### src/rtl/uart_tx.sv
// ---------------------------------------------------------------------------
// uart_tx
//
// Byte-wide UART transmitter. Bytes arrive over a valid/ready handshake,
// are buffered in a small FIFO, and are shifted out one bit per baud_tick.
//
// Frame format on tx:
//   start (0), data[0] .. data[7] (LSB first), [even parity], stop (1)
//
// The frame format matches the companion receiver. If a byte is already
// queued when a stop bit ends, the next start bit follows with no idle gap.
// ---------------------------------------------------------------------------
module uart_tx #(
  parameter int FIFO_DEPTH = 4,    // power of two, >= 2
  parameter bit PARITY_EN  = 1'b1  // 1: append even-parity bit after data
) (
  input  logic                          clk,
  input  logic                          rst,
  input  logic                          baud_tick,
  input  logic [7:0]                    tx_data,
  input  logic                          tx_valid,
  output logic                          tx_ready,
  output logic                          tx,
  output logic                          tx_busy,
  output logic                          tx_done,
  output logic [$clog2(FIFO_DEPTH):0]   fifo_count
);

  localparam int AW = $clog2(FIFO_DEPTH);
  localparam int CW = AW + 1;

  typedef enum logic [2:0] {
    IDLE,
    START,
    DATA,
    PARITY,
    STOP
  } state_t;

  // -------------------------------------------------------------------------
  // FIFO storage and bookkeeping
  // -------------------------------------------------------------------------
  logic [7:0]    mem [FIFO_DEPTH];
  logic [AW-1:0] wr_ptr;
  logic [AW-1:0] rd_ptr;
  logic [CW-1:0] count;
  logic          full;
  logic          empty;
  logic          push;
  logic          pop;
  logic [7:0]    head;

  // -------------------------------------------------------------------------
  // Transmit datapath
  // -------------------------------------------------------------------------
  state_t     state;
  logic [7:0] shift;
  logic       parity;
  logic [2:0] bit_cnt;

  assign full       = (count == CW'(FIFO_DEPTH));
  assign empty      = (count == '0);
  assign tx_ready   = !full;
  assign fifo_count = count;
  assign head       = mem[rd_ptr];
  assign tx_busy    = (state != IDLE);

  // A full FIFO refuses a push even if a pop happens in the same cycle.
  assign push = tx_valid && !full;

  // Bytes leave the FIFO only when a frame begins: on a tick in IDLE, or on
  // the tick that ends a stop bit (back-to-back frames).
  assign pop  = baud_tick && !empty && ((state == IDLE) || (state == STOP));

  // Byte storage: written on every accepted push.
  // NOTE: the storage array has no reset; the pointers and count define
  // which entries are valid, so stale contents are never observed.
  always_ff @(posedge clk) begin
    if (push) begin
      mem[wr_ptr] <= tx_data;
    end
  end

  // FIFO pointers and occupancy. The pointers wrap naturally because
  // FIFO_DEPTH is a power of two.
  // NOTE: sequential state uses non-blocking assignments so every register
  // samples its inputs as they were just before the clock edge.
  always_ff @(posedge clk) begin
    if (rst) begin
      wr_ptr <= '0;
      rd_ptr <= '0;
      count  <= '0;
    end else begin
      if (push) begin
        wr_ptr <= wr_ptr + AW'(1);
      end
      if (pop) begin
        rd_ptr <= rd_ptr + AW'(1);
      end
      case ({push, pop})
        2'b10:   count <= count + CW'(1);
        2'b01:   count <= count - CW'(1);
        default: count <= count;
      endcase
    end
  end

  // Frame sequencer: advances one bit per baud_tick and holds otherwise.
  always_ff @(posedge clk) begin
    if (rst) begin
      state   <= IDLE;
      tx      <= 1'b1;
      tx_done <= 1'b0;
      shift   <= '0;
      parity  <= 1'b0;
      bit_cnt <= '0;
    end else begin
      tx_done <= 1'b0;
      if (baud_tick) begin
        case (state)
          IDLE: begin
            if (pop) begin
              shift  <= head;
              parity <= ^head;
              tx     <= 1'b0;
              state  <= START;
            end else begin
              tx <= 1'b1;
            end
          end

          START: begin
            tx      <= shift[0];
            bit_cnt <= '0;
            state   <= DATA;
          end

          DATA: begin
            if (bit_cnt != 3'd7) begin
              shift   <= shift >> 1;
              tx      <= shift[1];
              bit_cnt <= bit_cnt + 3'd1;
            end else if (PARITY_EN) begin
              tx    <= parity;
              state <= PARITY;
            end else begin
              tx    <= 1'b1;
              state <= STOP;
            end
          end

          PARITY: begin
            tx    <= 1'b1;
            state <= STOP;
          end

          STOP: begin
            tx_done <= 1'b1;
            if (pop) begin
              shift  <= head;
              parity <= ^head;
              tx     <= 1'b0;
              state  <= START;
            end else begin
              tx    <= 1'b1;
              state <= IDLE;
            end
          end

          default: begin
            tx    <= 1'b1;
            state <= IDLE;
          end
        endcase
      end
    end
  end

endmodule

### config.mk
export PLATFORM = sky130hd
export DESIGN_NAME = uart_tx
export DESIGN_NICKNAME = d
export VERILOG_FILES = /design/src/rtl/uart_tx.sv
export SDC_FILE = /design/constraint.sdc
export NUM_CORES = 1
export LEC_CHECK = 0
export CAP_MARGIN = 20
export CORE_MARGIN = 2
export CORE_UTILIZATION = 57
export CTS_CLUSTER_DIAMETER = 120
export DETAILED_ROUTE_END_ITERATION = 10
export PLACE_DENSITY_LB_ADDON = 0.12
export SLEW_MARGIN = 15
export SYNTH_ARGS = -nofsm -noshare
export SYNTH_HDL_FRONTEND = slang
export SYNTH_SLANG_ARGS = --single-unit
### constraint.sdc
create_clock -name clk -period 2.5 [get_ports clk]
set_input_delay 0.75 -clock clk [delete_from_list [all_inputs] [get_ports clk]]
set_output_delay 0.75 -clock clk [all_outputs]
set_load 0.01 [all_outputs]
==> run metrics <==
share of synthesized registers carrying an async set or reset=0%; total number of vias=1543; Hold Path Origin=shift[4]$_SDFFE_PP0P_; Total GRT Usage=20.8%; shortest clock period the worst path allows after layout=2.39 ns; PostCTS Resize Cnt=0; EDFF count, synth=32; clock transition at the register clock pins on the worst setup and hold paths after CTS=0.06 ns; total clock buffers created by CTS=9; post-detailed-placement cell area=2760 um^2; antenna fix cells=0; Core ar.=4260 um^2; commonest cells in the synthesized netlist=sky130_fd_sc_hd__edfxtp_1, sky130_fd_sc_hd__dfxtp_1, sky130_fd_sc_hd__nor2_1; maximum count of clock buffers along a single path=2; total global routing overflow=0; RR Startpoint=fifo_count[0]$_SDFFE_PP0P_; data arrival at the endpoint of the critical path=2.64 ns; overall die width=70.1 um; number of filler cells placed in the layout=300; syn_area_per_cell=13.3 um^2; Starting Density=58.3%; sequential group share of total power=41.1%; worst reg2reg path depth=10; Slew Viols, Final=0; global-route wire length before repair=7.54 mm; residual DRC count=0; initial drt markers=46; RSZ-0062 raised after global routing=false; share of layout cells above drive strength 1=18.9%; design area=2930 um^2; count of clock tree sinks=58; cell chosen for the clock root=sky130_fd_sc_hd__clkbuf_8; latest clock arrival within the worst-skew pair=0.33 ns; leading cell types by total area after synthesis=sky130_fd_sc_hd__edfxtp_1, sky130_fd_sc_hd__dfxtp_1, sky130_fd_sc_hd__mux4_2, sky130_fd_sc_hd__ha_1, sky130_fd_sc_hd__mux2i_1; CTS tree=done; Pwr Density=1060 nW/um^2; fin nets=237; part of the Yosys area used for sequential elements=59.6%; largest area contributor in the synthesized netlist=sky130_fd_sc_hd__edfxtp_1; WS Path Type=in -> reg; wire length per cell=16.1 um; number of unique standard cell types used by synthesis=35; instance count along the most critical hold path=2; number of antenna violations at the first check in global routing=0; highest net fanout along the worst path=2; worst min-delay path category=reg -> reg; most common flop cell mapped by yosys=sky130_fd_sc_hd__edfxtp_1; detail-routed via count per cell=5.63; maximum number of pins on one net before global-route repair=19; detailed placer's ending HPWL=3.15 mm; flip-flop and latch count after synthesis=58; Final Hold Vio Count=0; timing-limited maximum frequency=419 MHz; post-synth top area share=38.6%; die area=4910 um^2; power spent charging and discharging nets=973 uW; count of buffers from port buffering=18; vias in the first global route=1616; postcts setup bufs=0; number of endpoints failing setup at the final stage=0; Leakage=1.10 nW; Synth Warn #=0; drt pass-1 iters=4; Max transition margin=54.7%; part of the cycle the worst path needs=95.5%; worst min-delay path endpoint=shift[4]$_SDFFE_PP0P_; clock group share of total power=23.5%; Die Y=70.1 um; clock skew=0.00680 ns; slack of the worst reg-to-reg path=0.29 ns; placer congestion estimate=0.767; post-synth net total=207; number of max-cap violations=0; Reg-to-Reg End=fifo_count[2]$_SDFFE_PP0P_; IR Drop Worst-Case VDD=0.731 mV; fraction of power spent switching nets=31.4%; sort of element at the start of the critical path=input pin; most common cell in the synthesized netlist=sky130_fd_sc_hd__edfxtp_1; run status=complete, no violations; Slew @ Worst Pin=0.678 ns; data required time of the worst path=2.75 ns; Setup crit end kind=register; synthesized cell area=2490 um^2; Total Wirelength=4.41 mm; CTS HTree Levels=3; Placement Rows=24; share of total power in combinational logic=35.4%; design internal power=2.12 mW; # hold bufs at CTS=0; Core Util, Final=68.7%; Mapped Cells=187; area growth from synthesis to layout=17.8%; Ports=19; Post-DRT Antenna Nets=0
how the worst max path moves through the flow:
| stage | startpoint | endpoint | cells past startpoint |
|---|---|---|---|
| detailed placement | baud_tick | fifo_count[2]$_SDFFE_PP0P_ | 8 |
| floorplan | state[1]$_SDFFE_PP0P_ | fifo_count[2]$_SDFFE_PP0P_ | 10 |
| finish | baud_tick | fifo_count[2]$_SDFFE_PP0P_ | 8 |
| global placement | baud_tick | fifo_count[2]$_SDFFE_PP0P_ | 8 |
| CTS | state[1]$_SDFFE_PP0P_ | tx_busy | 2 |
| global route | fifo_count[0]$_SDFFE_PP0P_ | tx_ready | 3 |
kinds of logic (layout without fill, tap and decap cells):
group	after synthesis	count (layout)	share of synthesized area [%]
compound gates	20	20	5.23
xor+xnor	12	12	4.23
fa+ha+maj	8	8	4.33
buf+inv	16	51	2.82
flops	58	58	59.6
mux	23	23	13.6
simple gates	50	50	10.2
routing by layer:
layer	global-route usage, %	routed length (um)	vias to the layer above
met5	0	0	-
met4	10.5	99	0
met3	7.50	160	11
met2	35.3	2310	35
met1	22.9	1840	761
li1	-	-	736
stage by stage:
step	power, mW	hold slack, ns	TNS (ns)	instances	worst slack, ns
finish	3.10	0.502	0	274	0.113
floorplan	2.09	0.459	0	187	0.178
global route	3.29	0.538	0	274	0.0384
detailed placement	2.40	0.493	-0.249	258	-0.224
CTS	3.13	0.507	0	274	0.122
global placement	2.33	0.472	-0.187	258	-0.187
final cells by class:
class | instances | area (um^2) | area share [%]
Clock buffer | 12 | 145 | 4.96
Clock inverter | 4 | 20.0 | 0.683
Sequential cell | 58 | 1480 | 50.6
Inverter | 7 | 26.3 | 0.897
Tap cell | 52 | 65.1 | 2.22
Multi-Input combinational cell | 113 | 936 | 32.0
Timing Repair Buffer | 28 | 255 | 8.71
critical path, cell delays in order:
cell,delay (ns)
sky130_fd_sc_hd__clkdlybuf4s50_1,0.49
sky130_fd_sc_hd__and3b_1,0.21
sky130_fd_sc_hd__ha_1,0.18
sky130_fd_sc_hd__inv_1,0.05
sky130_fd_sc_hd__fa_1,0.37
sky130_fd_sc_hd__xor2_1,0.16
sky130_fd_sc_hd__or3_1,0.30
sky130_fd_sc_hd__a21oi_1,0.13
power groups by stage:
stage                     Clock (mW)  Combinational [mW]  Sequential (mW)
after floorplan                    0               0.828             1.26
after global placement             0                1.05             1.28
after detailed placement           0                1.10             1.29
after CTS                      0.748                1.11             1.27
after global routing           0.795                1.20             1.29
final                          0.729                1.10             1.27
registers in the layout, indices dropped and copies added, names as in the netlist, named ones only:
register,cells
mem,32
shift,8
bit_cnt,3
fifo_count,3
state,3
rd_ptr,2
wr_ptr,2
parity,1
tx,1
tx_done,1
layout by cell type (no fill, tap or decap), drive strengths merged, types with 3 or more instances in the layout:
master          n
mux4            8
ha              7
a21oi           6
nand2b          3
clkinv          4
nor2b           4
inv             7
nor3            4
a22oi           4
and3            4
mux2i           8
mux2            7
dfxtp          26
edfxtp         32
nor2           22
xor2            3
clkdlybuf4s50  18
buf            10
o21ai           6
clkbuf         12
nand2           4
xnor2           9
Power figures use the tool's default switching activity.
